$ cat src/rtl/plic_pkg.sv
// Shared constants and FSM encoding for the PLIC context responder.
package plic_pkg;

  localparam int unsigned IdWDefault = 5;
  localparam int unsigned IdReserved = 0;

  typedef enum logic [1:0] {
    StIdle  = 2'd0,
    StReq   = 2'd1,
    StInsvc = 2'd2,
    StCplt  = 2'd3
  } plic_state_e;

endpackage

$ cat src/rtl/plic_ctx_resp_if.sv
// Signal bundle between PLIC, pipeline/CSR side and the context responder.
interface plic_ctx_resp_if #(
  parameter int unsigned ID_W = plic_pkg::IdWDefault
) ();

  logic            core_ex_trap_valid_i;
  logic [ID_W-1:0] core_ex_trap_id_i;
  logic            core_ex_trap_ready_o;
  logic            core_ex_trap_cplet_o;
  logic [ID_W-1:0] core_ex_trap_cplet_id_o;
  logic            meie_i;
  logic            trap_req_o;
  logic [ID_W-1:0] trap_id_o;
  logic            trap_ack_i;
  logic            cplt_req_i;
  logic [ID_W-1:0] cplt_id_i;
  logic            busy_o;
  logic            cplt_err_o;

  // Driving side (PLIC + pipeline + CSR file)
  modport master (
    output core_ex_trap_valid_i, core_ex_trap_id_i, meie_i, trap_ack_i, cplt_req_i, cplt_id_i,
    input  core_ex_trap_ready_o, core_ex_trap_cplet_o, core_ex_trap_cplet_id_o, trap_req_o,
           trap_id_o, busy_o, cplt_err_o
  );

  // Responder side
  modport slave (
    input  core_ex_trap_valid_i, core_ex_trap_id_i, meie_i, trap_ack_i, cplt_req_i, cplt_id_i,
    output core_ex_trap_ready_o, core_ex_trap_cplet_o, core_ex_trap_cplet_id_o, trap_req_o,
           trap_id_o, busy_o, cplt_err_o
  );

endinterface

$ cat src/rtl/plic_ctx_resp.sv
// Per-hart PLIC context responder: claim, trap request, service and completion handshake.
// Single outstanding claim; every output comes straight from a register.
module plic_ctx_resp
  import plic_pkg::*;
#(
  parameter int unsigned ID_W = IdWDefault
) (
  input logic           clk,
  input logic           rst,
  plic_ctx_resp_if.slave bus
);

  plic_state_e     state_q, state_d;
  logic [ID_W-1:0] claim_q, claim_d;
  logic            ready_q, ready_d;
  logic            err_q, err_d;
  logic            trap_req_q, busy_q, cplet_q;
  logic [ID_W-1:0] cplet_id_q;

  always_comb begin
    state_d = state_q;
    claim_d = claim_q;
    ready_d = 1'b0;
    err_d   = 1'b0;
    case (state_q)
      StIdle: begin
        if (bus.core_ex_trap_valid_i && bus.meie_i &&
            (bus.core_ex_trap_id_i != ID_W'(IdReserved))) begin
          state_d = StReq;
          claim_d = bus.core_ex_trap_id_i;
          ready_d = 1'b1;
        end
        err_d = bus.cplt_req_i;
      end
      StReq: begin
        // The request is not withdrawn on a meie drop; a completion here is always illegal.
        if (bus.trap_ack_i) state_d = StInsvc;
        err_d = bus.cplt_req_i;
      end
      StInsvc: begin
        if (bus.cplt_req_i) begin
          if (bus.cplt_id_i == claim_q) state_d = StCplt;
          else                          err_d   = 1'b1;
        end
      end
      StCplt: begin
        state_d = StIdle;
        err_d   = bus.cplt_req_i;
      end
      default: state_d = StIdle;
    endcase
  end

  always_ff @(posedge clk) begin
    if (rst) begin
      state_q    <= StIdle;
      claim_q    <= '0;
      ready_q    <= 1'b0;
      err_q      <= 1'b0;
      trap_req_q <= 1'b0;
      busy_q     <= 1'b0;
      cplet_q    <= 1'b0;
      cplet_id_q <= '0;
    end else begin
      state_q    <= state_d;
      claim_q    <= claim_d;
      ready_q    <= ready_d;
      err_q      <= err_d;
      trap_req_q <= (state_d == StReq);
      busy_q     <= (state_d != StIdle);
      cplet_q    <= (state_d == StCplt);
      cplet_id_q <= (state_d == StCplt) ? claim_d : '0;
    end
  end

  assign bus.core_ex_trap_ready_o    = ready_q;
  assign bus.core_ex_trap_cplet_o    = cplet_q;
  assign bus.core_ex_trap_cplet_id_o = cplet_id_q;
  assign bus.trap_req_o              = trap_req_q;
  assign bus.trap_id_o               = claim_q;
  assign bus.busy_o                  = busy_q;
  assign bus.cplt_err_o              = err_q;

endmodule

$ cat src/flat_wrapper.sv
// flat-port wrapper written by rule: the top's interface ports become plain ports
module plic_ctx_resp_flat import plic_pkg::*;
#(
  parameter int unsigned ID_W = IdWDefault
)
  (clk, rst, bus_core_ex_trap_valid_i, bus_core_ex_trap_id_i, bus_meie_i, bus_trap_ack_i, bus_cplt_req_i, bus_cplt_id_i, bus_core_ex_trap_ready_o, bus_core_ex_trap_cplet_o, bus_core_ex_trap_cplet_id_o, bus_trap_req_o, bus_trap_id_o, bus_busy_o, bus_cplt_err_o);
  plic_ctx_resp_if #(.ID_W(ID_W)) bus_i ();
  input logic clk;
  input logic rst;
  input wire logic [$bits(bus_i.core_ex_trap_valid_i)-1:0] bus_core_ex_trap_valid_i;
  input wire logic [$bits(bus_i.core_ex_trap_id_i)-1:0] bus_core_ex_trap_id_i;
  input wire logic [$bits(bus_i.meie_i)-1:0] bus_meie_i;
  input wire logic [$bits(bus_i.trap_ack_i)-1:0] bus_trap_ack_i;
  input wire logic [$bits(bus_i.cplt_req_i)-1:0] bus_cplt_req_i;
  input wire logic [$bits(bus_i.cplt_id_i)-1:0] bus_cplt_id_i;
  output wire logic [$bits(bus_i.core_ex_trap_ready_o)-1:0] bus_core_ex_trap_ready_o;
  output wire logic [$bits(bus_i.core_ex_trap_cplet_o)-1:0] bus_core_ex_trap_cplet_o;
  output wire logic [$bits(bus_i.core_ex_trap_cplet_id_o)-1:0] bus_core_ex_trap_cplet_id_o;
  output wire logic [$bits(bus_i.trap_req_o)-1:0] bus_trap_req_o;
  output wire logic [$bits(bus_i.trap_id_o)-1:0] bus_trap_id_o;
  output wire logic [$bits(bus_i.busy_o)-1:0] bus_busy_o;
  output wire logic [$bits(bus_i.cplt_err_o)-1:0] bus_cplt_err_o;
  assign bus_i.core_ex_trap_valid_i = bus_core_ex_trap_valid_i;
  assign bus_i.core_ex_trap_id_i = bus_core_ex_trap_id_i;
  assign bus_i.meie_i = bus_meie_i;
  assign bus_i.trap_ack_i = bus_trap_ack_i;
  assign bus_i.cplt_req_i = bus_cplt_req_i;
  assign bus_i.cplt_id_i = bus_cplt_id_i;
  assign bus_core_ex_trap_ready_o = bus_i.core_ex_trap_ready_o;
  assign bus_core_ex_trap_cplet_o = bus_i.core_ex_trap_cplet_o;
  assign bus_core_ex_trap_cplet_id_o = bus_i.core_ex_trap_cplet_id_o;
  assign bus_trap_req_o = bus_i.trap_req_o;
  assign bus_trap_id_o = bus_i.trap_id_o;
  assign bus_busy_o = bus_i.busy_o;
  assign bus_cplt_err_o = bus_i.cplt_err_o;
  plic_ctx_resp #(.ID_W(ID_W)) u_core (.clk(clk), .rst(rst), .bus(bus_i));
endmodule
$ cat config.mk
export PLATFORM = sky130hd
export DESIGN_NAME = plic_ctx_resp_flat
export DESIGN_NICKNAME = d
export VERILOG_FILES = /design/src/rtl/plic_pkg.sv /design/src/rtl/plic_ctx_resp_if.sv /design/src/rtl/plic_ctx_resp.sv /design/src/flat_wrapper.sv
export SDC_FILE = /design/constraint.sdc
export NUM_CORES = 1
export LEC_CHECK = 0
export CAP_MARGIN = 15
export CORE_MARGIN = 1
export CORE_UTILIZATION = 34
export DETAILED_ROUTE_END_ITERATION = 7
export GPL_ROUTABILITY_DRIVEN = 1
export PLACE_DENSITY_LB_ADDON = 0.3
export SLEW_MARGIN = 5
export SYNTH_ARGS = -nofsm -noshare
export SYNTH_HDL_FRONTEND = slang
export SYNTH_SLANG_ARGS = --single-unit
$ cat constraint.sdc
create_clock -name clk -period 1.8 [get_ports clk]
set_clock_uncertainty 0.2 [all_clocks]
set_input_delay 0.54 -clock clk [delete_from_list [all_inputs] [get_ports clk]]
set_output_delay 0.54 -clock clk [all_outputs]
set_load 0.01 [all_outputs]
==> metrics.yaml <==
status:
  status: "completed"
placed_design:
  routabilityCongestion: 0.779
  post_dp_cell_area_um2: 1030
  io_buffers: 30
  hpwl_um: 1210
global_routing:
  grt_overflow: 0
  antenna_found_initial: 0
  grt_use_total: 0.182
  grt_pass1_wl_um: 2580
  grt_max_degree: 11
  grt_pass1_vias: 654
sta:
  min_period_ns: 1.75
  finalHoldViolCount: 0
  whs_ns: 0.336
  fin_crit_sh: 0.974
  tightestPinTransition_ns: 0.229
  relSlewSlack: 0.846
  setup_violations: 0
  max_freq_ghz: 0.570
  drv_slew: 0
  rsz0062_at_grt: "false"
synth:
  synth_edf_count: 0
  yosysWarnings: 0
  synthTopCellsByArea: "dfxtp_1 (54%), xnor2_1 (7.0%), nor2_1 (5.4%)"
  yosys.area.top_type: "dfxtp_1"
  avgSynthCellArea_um2: 10.2
  ys_ff_latch: 17
  yosysTopAreaCellShare: 0.541
  synthFlopType: "dfxtp_1"
  yosysSeqAreaShare: 0.541
  async_flop_share: 0
  yosysMostFrequentCell: "dfxtp_1"
  syn-instance-count: 62
  syn_area_um2: 629
  ys_top_cells_by_count: "dfxtp_1 (17), nor2_1 (9), xnor2_1 (5)"
  yosysUniqueCellTypes: 22
  synth_nets: 78
clock_network:
  numCtsBuffers: 3
  cts_tree: "yes"
  clkTransAtPathRegs_ns: 0.10
  htree_levels: 1
  cts.sinks: 17
  cts_root_buffer: "clkbuf_4"
  clk_latency_ns: 0.28
  clockBufferDepth: 2
  cts_hold_buf: 0
floorplanning:
  io_pins: 31
  coreArea_um2: 1730
  die_w_um: 45.0
  die_area_um2: 2030
  fp.dieH_um: 45.0
  rows: 15
  start_util: 0.364
drt:
  drc: 0
  wl_per_cell_um: 11.8
  ant_nets: 0
  finalWirelength_um: 1610
  drt-initial-drc-count: 6
  firstDrtPassIters: 4
  via_count: 609
  avgViaCountPerCell: 4.48
critical_path:
  crit_path_max_fanout: 5
  setup.worst_path.start_class: "primary input"
  critPathLaunch: "bus_core_ex_trap_id_i[2]"
  critical_path_arrival_ns: 1.74
  cp-endpoint: "u_core.state_q[0]"
  crit_path_end_kind: "flop"
  crit_required_ns: 1.78
  critPathKind: "primary input to flop"
  rr_worst_depth: 6
  rrSetupSlack_ns: 0.22
  reg2reg_to: "u_core.bus.core_ex_trap_cplet_id_o[4]"
  r2r_start: "u_core.state_q[1]"
finish:
  final_nets: 128
  area_delta_synth_final_pct: 76.5
  drive_gt1_frac: 0.306
  diodes: 0
  fin_area_um2: 1110
run:
  cap_viol_max_count: 0
pwr:
  power.density_nw_per_um2: 666
  power.leakage_nw: 0.520
  max-vdd-ir-drop_mv: 0.368
worst_hold_path:
  hp-class: "flop to flop"
[kinds of logic after synthesis]
group,Yosys count,synth area share
XOR/XNOR,5,0.0696
buffers and inverters,4,0.0258
AND/OR/NAND/NOR,25,0.215
AO/OA/AOI/OAI,11,0.149
flip-flops,17,0.541
[power by group]
group / internal (mW) / switching [mW] / total [mW]
registers: 0.390 / 0.00897 / 0.399
logic: 0.0862 / 0.0559 / 0.142
clock network: 0.0824 / 0.117 / 0.199
[worst max-delay path, stage by stage]
cell and delay, ns:
clkdlybuf4s15_1 0.18, or4_4 0.51, o21ai_4 0.23, a21oi_2 0.10, a31o_1 0.18
[state kept, by name, summed over array words and instances, names as in the netlist]
register and flops:
u_core.bus.trap_req_o 1, u_core.bus.trap_id_o 5, u_core.bus.busy_o 1, u_core.bus.core_ex_trap_cplet_id_o 5, u_core.bus.core_ex_trap_ready_o 1, u_core.bus.core_ex_trap_cplet_o 1
u_core.state_q 2, u_core.bus.cplt_err_o 1
[area by class of cell]
type / instances / area, um^2
Fill cell: 150 / 616
Tap cell: 25 / 31.3
Sequential cell: 17 / 343
Clock buffer: 3 / 22.5
Inverter: 2 / 7.51
Clock inverter: 1 / 5.00
Timing Repair Buffer: 47 / 398
Multi-Input combinational cell: 41 / 304
[stage by stage]
stage	utilization	setup slack (ns)	total power, mW	TNS, ns	std cells
after global placement	0.599	-0.479	0.542	-6.17	126
after CTS	0.639	0.0208	0.746	0	135
final	0.643	0.0469	0.740	0	136
after detailed placement	0.599	-0.507	0.544	-6.62	126
after global routing	0.643	0.00694	0.776	0	136
after floorplan	-	-0.0278	0.457	-0.0278	62
[placed cells by master (no fill, tap or decap)]
cell type        synthesis  routed
or4_4                    1       1
a31oi_1                  1       1
clkdlybuf4s15_1          0       1
clkbuf_4                 0       3
inv_1                    2       2
dfxtp_1                 17      15
a22o_1                   2       2
a22oi_1                  3       1
nand2_1                  3       2
nand4_1                  1       1
o41ai_2                  0       1
and2_1                   2       2
nor4bb_2                 0       1
dlygate4sd2_1            0      22
nor2_1                   9       9
buf_6                    0       2
clkdlybuf4s50_1          0       5
nand2b_1                 4       4
or3_4                    0       1
nand2_2                  0       1
dfxtp_2                  0       2
buf_2                    1       2
nor2b_1                  3       3
a22oi_2                  0       2
buf_4                    0      15
clkinv_2                 0       1
xnor2_1                  5       5
a31o_1                   1       1
o21ai_4                  1       1
a21oi_1                  1       1
a21oi_2                  1       1
[what timing repair did]
item                                    CTS  global route
buffers inserted                          5             1
endpoints found under the setup margin   30             2
pin swaps                                14             1
gates resized for setup                  42             0
[layer usage]
layer | routed length (um) | part of all wire | global-route usage | up-vias
li1 | - | - | - | 311
met1 | 648 | 0.40 | 0.192 | 266
met2 | 797 | 0.50 | 0.307 | 28
met3 | 125 | 0.078 | 0.0520 | 4
met4 | 34 | 0.021 | 0.133 | 0
met5 | 0 | 0 | 0 | -
[how the worst min path moves through the flow]
stage,startpoint,end,slack [ns],depth (start not counted)
finish,u_core.state_q[0],u_core.bus.busy_o,0.34,2
global route,u_core.state_q[0],u_core.bus.busy_o,0.36,2
CTS,u_core.state_q[0],u_core.bus.busy_o,0.33,2
detailed placement,u_core.state_q[0],u_core.bus.busy_o,0.31,2
global placement,u_core.state_q[0],u_core.bus.busy_o,0.31,2
floorplan,u_core.state_q[0],u_core.bus.busy_o,0.29,2
Note: power is estimated with default switching activity, not from simulation.
